File: src/rtl/instr_mem_responder.sv
// rtl/instr_mem_responder.sv - instruction-memory responder for the simple_cpu fetch port
// Optional feature macro: IMEM_PARITY_EN (per-word even parity, checked on fetch)
module instr_mem_responder #(
  parameter int                ADDR_W      = 8,
  parameter int                DATA_W      = 16,
  parameter int                DEPTH       = 256,
  parameter int                WAIT_CYCLES = 2,
  parameter logic [DATA_W-1:0] HALT_WORD   = 16'hF000
) (
  input  logic              clk,
  input  logic              reset,
  input  logic              fetch_req,
  input  logic [ADDR_W-1:0] fetch_addr,
  output logic              fetch_valid,
  output logic [DATA_W-1:0] fetch_data,
  output logic              fetch_err,
  output logic              busy,
  input  logic              load_we,
  input  logic [ADDR_W-1:0] load_addr,
  input  logic [DATA_W-1:0] load_data,
  output logic              load_ack,
  output logic [15:0]       fetch_count
);

  localparam int IDX_W = (DEPTH > 1) ? $clog2(DEPTH) : 1;
  localparam logic [3:0] WAIT_INIT = (WAIT_CYCLES > 0) ? 4'(WAIT_CYCLES - 1) : 4'd0;

  typedef enum logic [1:0] {S_IDLE, S_WAIT, S_RESP} state_e;

  state_e              state_q, state_d;
  logic [3:0]          cnt_q, cnt_d;
  logic [ADDR_W-1:0]   addr_q, addr_d;
  logic                fetch_valid_q;
  logic [DATA_W-1:0]   fetch_data_q;
  logic                fetch_err_q;
  logic                load_ack_q;
  logic [15:0]         fetch_count_q;

  logic [DATA_W-1:0]   mem [DEPTH];

  logic                load_accept;
  logic                fetch_start;
  logic                load_in_range;
  logic                rd_in_range;
  logic [IDX_W-1:0]    wr_idx;
  logic [IDX_W-1:0]    rd_idx;
  logic [DATA_W-1:0]   rd_word;
  logic                par_ok;

  // A load always wins over a simultaneous fetch; the fetch is picked up once load_we drops.
  assign load_accept   = load_we && (state_q == S_IDLE);
  assign fetch_start   = fetch_req && !load_we && (state_q == S_IDLE);
  assign load_in_range = int'(load_addr) < DEPTH;
  assign rd_in_range   = int'(addr_q) < DEPTH;
  assign wr_idx        = load_addr[IDX_W-1:0];
  assign rd_idx        = addr_q[IDX_W-1:0];
  assign rd_word       = mem[rd_idx];

`ifdef IMEM_PARITY_EN
  logic par_mem [DEPTH];

  // Parity bit stored alongside each word; not cleared by reset, like the data array.
  always_ff @(posedge clk) begin
    if (reset && load_accept && load_in_range) par_mem[wr_idx] <= ^load_data;
  end

  assign par_ok = ((^rd_word) == par_mem[rd_idx]);
`else
  assign par_ok = 1'b1;
`endif

  // Program storage: written only by accepted in-range loads, never reset.
  always_ff @(posedge clk) begin
    if (reset && load_accept && load_in_range) mem[wr_idx] <= load_data;
  end

  // State register with the captured address and wait counter.
  always_ff @(posedge clk or negedge reset) begin
    if (!reset) begin
      state_q <= S_IDLE;
      cnt_q   <= 4'd0;
      addr_q  <= '0;
    end else begin
      state_q <= state_d;
      cnt_q   <= cnt_d;
      addr_q  <= addr_d;
    end
  end

  // Next-state logic: capture on request, count down wait states, one RESP cycle.
  always_comb begin
    state_d = state_q;
    cnt_d   = cnt_q;
    addr_d  = addr_q;
    case (state_q)
      S_IDLE: begin
        if (fetch_start) begin
          addr_d = fetch_addr;
          if (WAIT_CYCLES == 0) begin
            state_d = S_RESP;
          end else begin
            state_d = S_WAIT;
            cnt_d   = WAIT_INIT;
          end
        end
      end
      S_WAIT: begin
        if (cnt_q == 4'd0) state_d = S_RESP;
        else               cnt_d   = cnt_q - 4'd1;
      end
      S_RESP:  state_d = S_IDLE;
      default: state_d = S_IDLE;
    endcase
  end

  // State-decoded outputs.
  always_comb begin
    busy = (state_q != S_IDLE);
  end

  // Registered response: strobe, data/err and counter are all updated by the RESP cycle.
  always_ff @(posedge clk or negedge reset) begin
    if (!reset) begin
      fetch_valid_q <= 1'b0;
      fetch_data_q  <= '0;
      fetch_err_q   <= 1'b0;
      load_ack_q    <= 1'b0;
      fetch_count_q <= 16'd0;
    end else begin
      fetch_valid_q <= (state_q == S_RESP);
      load_ack_q    <= load_accept;
      if (state_q == S_RESP) begin
        if (rd_in_range && par_ok) begin
          fetch_data_q <= rd_word;
          fetch_err_q  <= 1'b0;
        end else begin
          fetch_data_q <= HALT_WORD;
          fetch_err_q  <= 1'b1;
        end
        if (fetch_count_q != 16'hFFFF) fetch_count_q <= fetch_count_q + 16'd1;
      end
    end
  end

  assign fetch_valid = fetch_valid_q;
  assign fetch_data  = fetch_data_q;
  assign fetch_err   = fetch_err_q;
  assign load_ack    = load_ack_q;
  assign fetch_count = fetch_count_q;

endmodule

File: config.mk
export PLATFORM = sky130hd
export DESIGN_NAME = instr_mem_responder
export DESIGN_NICKNAME = d
export VERILOG_FILES = /design/src/rtl/instr_mem_responder.sv
export SDC_FILE = /design/constraint.sdc
export NUM_CORES = 2
export LEC_CHECK = 0
export ABC_CLOCK_PERIOD_IN_PS = 6800
export BUFFER_PORTS_ARGS = -buffer_cell sky130_fd_sc_hd__clkbuf_2
export CAP_MARGIN = 20
export CORE_ASPECT_RATIO = 1.75
export CORE_MARGIN = 2
export CORE_UTILIZATION = 25
export DETAILED_ROUTE_END_ITERATION = 10
export PLACE_DENSITY = 0.44
export SKIP_LAST_GASP = 1
export SYNTH_ARGS = -nofsm -noshare
export SYNTH_HDL_FRONTEND = slang
export SYNTH_SLANG_ARGS = --single-unit
File: constraint.sdc
create_clock -name clk -period 6.8 [get_ports clk]
set_input_delay 0 -clock clk [delete_from_list [all_inputs] [get_ports clk]]
set_output_delay 0 -clock clk [all_outputs]
set_load 0.01 [all_outputs]
### Word level (Yosys, flattened, before mapping)

Memories as Yosys holds them, arrays and structs flattened. A register that Yosys moved wholly into a read port is not among the register bits.
Index checks and enable logic that the tools add are counted.

* add/subtract/negate cells: 2
* eq/ne operators: 6
* reduce and logical (&&, ||, !) cells: 14
* mux-type cells: 8

Operator list (count)
* 16-bit by 1-bit adder with 16-bit output (second input constant): 1
* 16-bit != test (second input constant): 1
* 4-bit two-way mux: 2
* 4-bit case mux with 2 select lines: 1
* 2-bit != test (second input constant): 3
* 2-bit AND reduction: 3
* 1-bit logical AND: 4
* 4-bit zero test: 1
* 2-bit two-way mux: 2
* 2-bit case mux with 2 select lines: 1
* 2-bit nonzero test: 2
* 4-bit by 1-bit subtractor with 4-bit output (second input constant): 1
* 3-bit AND reduction: 1
* 2-bit by 1-bit equality test with 1-bit output (second input constant): 1
* 2-bit equality test (second input constant): 1
* 1-bit zero test: 2
* 2-bit zero test: 1
* 1-bit two-way mux: 2

* logic and storage cells: 37
* input bits: 36
* RAM bits: 4096
* flip-flop bits (word level): 32
* output and inout port bits: 36
* memories: 1

Memory list
* mem: depth 256, width 16, read ports 1, clocked after memory_dff 1, write ports 1, RTL line 39 `logic [DATA_W-1:0] mem [DEPTH];`

### Logic depth before layout (Yosys ltp)

* depth after elaboration: 5
* gate-level depth with buffers: 12
* depth with buffers taken out: 8

### Worst setup path after synthesis

OpenSTA, ideal clock, no wires.

* kind: register to register
* from: reg state_q[1]
* to: mem mem[115][0], enable pin
* path slack: 4163 ps
* cell stages (with the launch flop): 7
* required time: 6412 ps
* period minus slack after synthesis: 2637 ps
* path buffers: 1
* library setup time: 388 ps
* arrival: 2248 ps
* cells stage by stage: dfrtp_1 > nor2_1 > and3_1 > nor3b_1 > nand3_1 > clkbuf_1 > nor2_1

* longest elaborated chain between the ends: 5

Ends and longest elaborated chain
* from (decl): RTL line 30 `state_e state_q, state_d;`
* from (signal assigned): RTL line 84 `state_q <= state_d;`
* 2-bit zero test: RTL line 51 `assign load_accept = load_we && (state_q == S_IDLE);`
* 1-bit logical AND: RTL line 51
* 1-bit logical AND: RTL line 74 `if (reset && load_accept && load_in_range) mem[wr_idx] <= load_data;`
* 1-bit two-way mux: RTL line 74
* 1-bit two-way mux (implied by the code): RTL line 74
* to (decl): RTL line 39

Every way passes these cells.

==> impl_metrics.toml <==
[critical_path]
required_ps = 7680
start_kind = "flop"
worstSetupPathType = "flop to flop"
endpoint_kind = "flop"
worstPathMaxFanout = 36
critPathArrivalTime_ps = 5630

[yosys]
synth-simple-area-share_pct = 2.03
synth_mux_area_share_pct = 14.4
synthXorXnorAreaFrac_pct = 0.0931
synth_edf_count = 4096
syn-num-nets = 7616
synthDistinctLibCells = 69
synthFlopType = "edfxtp_1"
synth_compound_area_share_pct = 3.83
ys_warn_count = 0
ys_seq_area_share_pct = 77.6
syn_avg_cell_area_um2 = 21.1
ys_async_sr_fraction_pct = 1.16
synth_fa_ha_area_share_pct = 0.0235
netlist_area_um2 = 160000
synth_top_family_by_area = "multiplexers"
netlist_instances = 7577
ys_ff_latch = 4144

[die]
fp.dieW_um = 609
die_area_um2 = 647000
start_util_pct = 25.1
dieHeight_um = 1060
fp-row-count = 388
io_pins = 72
core_area_um2 = 637000

[cells_and_area]
nets = 8184
drive_gt1_share_pct = 24.4
fill_cells = 62000
area_growth_pct = 16.4

[place]
io_buffers = 70
gp_congestion = 0.858
dp_slack_ps = 1980
dp_hpwl_um = 347000

[clocking]
cts_tree = "built"
cts_buffers = 370
htreeDepth = 5
cts_root_buf = "clkbuf_16"
cts_num_sinks = 4144
ctsHoldBuffers = 55
post-cts-setup-buffer-count = 0
cts_resized = 0
clk_path_buf_depth = 4
worstSkewPairLatency_ps = 950
clk_pin_slew_ps = 70

[grt]
grt_pass1_wl_um = 714000
first_global_vias = 82400
gr-total-overflow = 0
grt_usage_pct = 15.9
grt_max_degree = 166
antenna_found_initial = 41

[sta]
fmax_ghz = 0.210
fin_tns_setup_ps = 0
skew_ps = 35.5
period_minus_slack_ps = 4760
slew_viol_final = 32
setup_violations = 0
period_share_pct = 69.9
rsz0062_at_grt = "false"
setup_slack_ps = 2040
worst_slew_pin_slew_ps = 1600
hold_viol_final = 0
relSlewSlack_pct = -6.76

[power_and_ir_drop]
p_per_area_nw_per_um2 = 380
leakagePower_nw = 57.6
vdd_drop_max_uv = 243

[detailed_routing]
drtAntennaViolNets = 0
routed_wl_um = 526000
drtPass1Iterations = 5
via_per_inst = 4.68
routedWlPerCell_um = 31.2
drtIter0Drc = 6876
vias = 79000
drc = 0

[worst_hold_path]
hold_path.class = "primary input to flop"

[outcome]
violations = "max-slew violations"
status = "finished, violations left"

[job]
cap_viol_max_count = 0
-- flip-flops by register name, summed over array words and instances, names as in the netlist --
signal / count
mem: 4096
fetch_valid: 1
fetch_count: 16
cnt_q: 4
load_ack: 1
fetch_data: 16
addr_q: 8
state_q: 2
-- layout by cell type (no fill, tap or decap), drive strengths merged, types with 42 or more instances in the layout --
master	netlist	routed
dfrtp	48	48
a21oi	113	113
edfxtp	4096	4096
o21ai	96	96
dlygate4sd3	0	54
o22ai	193	193
o221ai	127	127
bufinv	0	42
nor3	43	43
a211oi	81	81
clkbuf	136	488
mux2i	622	622
mux4	738	738
a2111oi	56	56
nand3	65	65
buf	308	532
a22oi	81	81
clkinv	1	169
diode	0	49
nor2	300	300
nand2	173	173
-- cell families (layout without fill, tap and decap cells) --
family,Yosys count,after routing
AO/OA/AOI/OAI,870,870
XOR/XNOR,17,17
adder cells (fa/ha/maj),3,3
buffers and inverters,452,1329
flip-flops,4144,4144
multiplexers,1371,1371
other,1,50
AND/OR/NAND/NOR,719,719
-- area by class of cell --
| type | count | area (um^2) | share of cell area [%] |
|---|---|---|---|
| antenna | 49 | 123 | 0.0658 |
| clock buffer | 434 | 9610 | 5.16 |
| clock inverter | 247 | 2500 | 1.34 |
| inverter | 8 | 37.5 | 0.0202 |
| multi-input combinational | 2981 | 33500 | 18.0 |
| sequential | 4144 | 124000 | 66.7 |
| tap | 8385 | 10500 | 5.63 |
| timing repair buffer | 640 | 5800 | 3.12 |
-- synth_stat cells (64+ instances only) --
cell type / instances / area [um^2]
o221ai_1: 125 / 1090
nand3_1: 64 / 320
edfxtp_1: 4096 / 123000
a22oi_1: 81 / 608
a21oi_1: 113 / 566
o22ai_1: 193 / 1210
nand2_1: 173 / 649
mux4_2: 710 / 16000
buf_2: 106 / 531
clkbuf_1: 132 / 495
a211oi_1: 81 / 608
mux2i_1: 622 / 6230
nor2_1: 300 / 1130
buf_6: 93 / 1050
o21ai_0: 96 / 480
-- routing by layer --
| layer | vias to the layer above | global-route usage, % | part of all wire [%] |
|---|---|---|---|
| met4 | 10 | 10.7 | 7.7 |
| met1 | 43200 | 16.4 | 34 |
| li1 | 33000 | - | - |
| met2 | 2046 | 30.2 | 54 |
| met5 | - | 0 | 0.013 |
| met3 | 755 | 1.56 | 3.4 |
-- critical path, cell delays in order (launching register included) --
cell      delay (ps)
dfrtp_4         1030
buf_12           370
buf_4            510
mux2i_1          150
o221ai_1         360
a21oi_1          110
o21ai_0          550
nand4_1          370
nor4_1           970
a221o_1          210
-- power by group --
group / switching, mW / internal (mW)
sequential: 0.398 / 28.2
combinational: 13.2 / 7.43
clock: 9.76 / 11.8
total: 23.4 / 47.4
-- worst paths after layout --
| check | startpoint | to | slack [ps] | depth (start not counted) |
|---|---|---|---|---|
| setup / recovery | addr_q[0] | fetch_data[7] | 2040 | 9 |
| hold / removal | load_data[10] | mem[36][10] | 40 | 2 |
| setup reg to reg | addr_q[0] | fetch_data[7] | 2040 | 9 |
| hold reg to reg | fetch_count[9] | fetch_count[9] | 490 | 1 |
| max in group asynchronous | reset | addr_q[0] | 5480 | 4 |
| min in group asynchronous | reset | addr_q[6] | 390 | 4 |
-- per-stage QoR --
stage	hold WS, ps	total power, mW	area [um^2]	util, %	instances
3_5_place_dp	-53.4	50.2	173000	27.2	16100
2_1_floorplan	-296	41.1	160000	-	7577
6_report	43.8	70.8	186000	29.2	16900
4_1_cts	10.1	71.7	186000	29.2	16800
3_3_place_gp	-74.9	49.9	172000	27.0	16000
5_1_grt	61.6	72.8	186000	29.2	16900
Note: power is estimated with default switching activity, not from simulation.
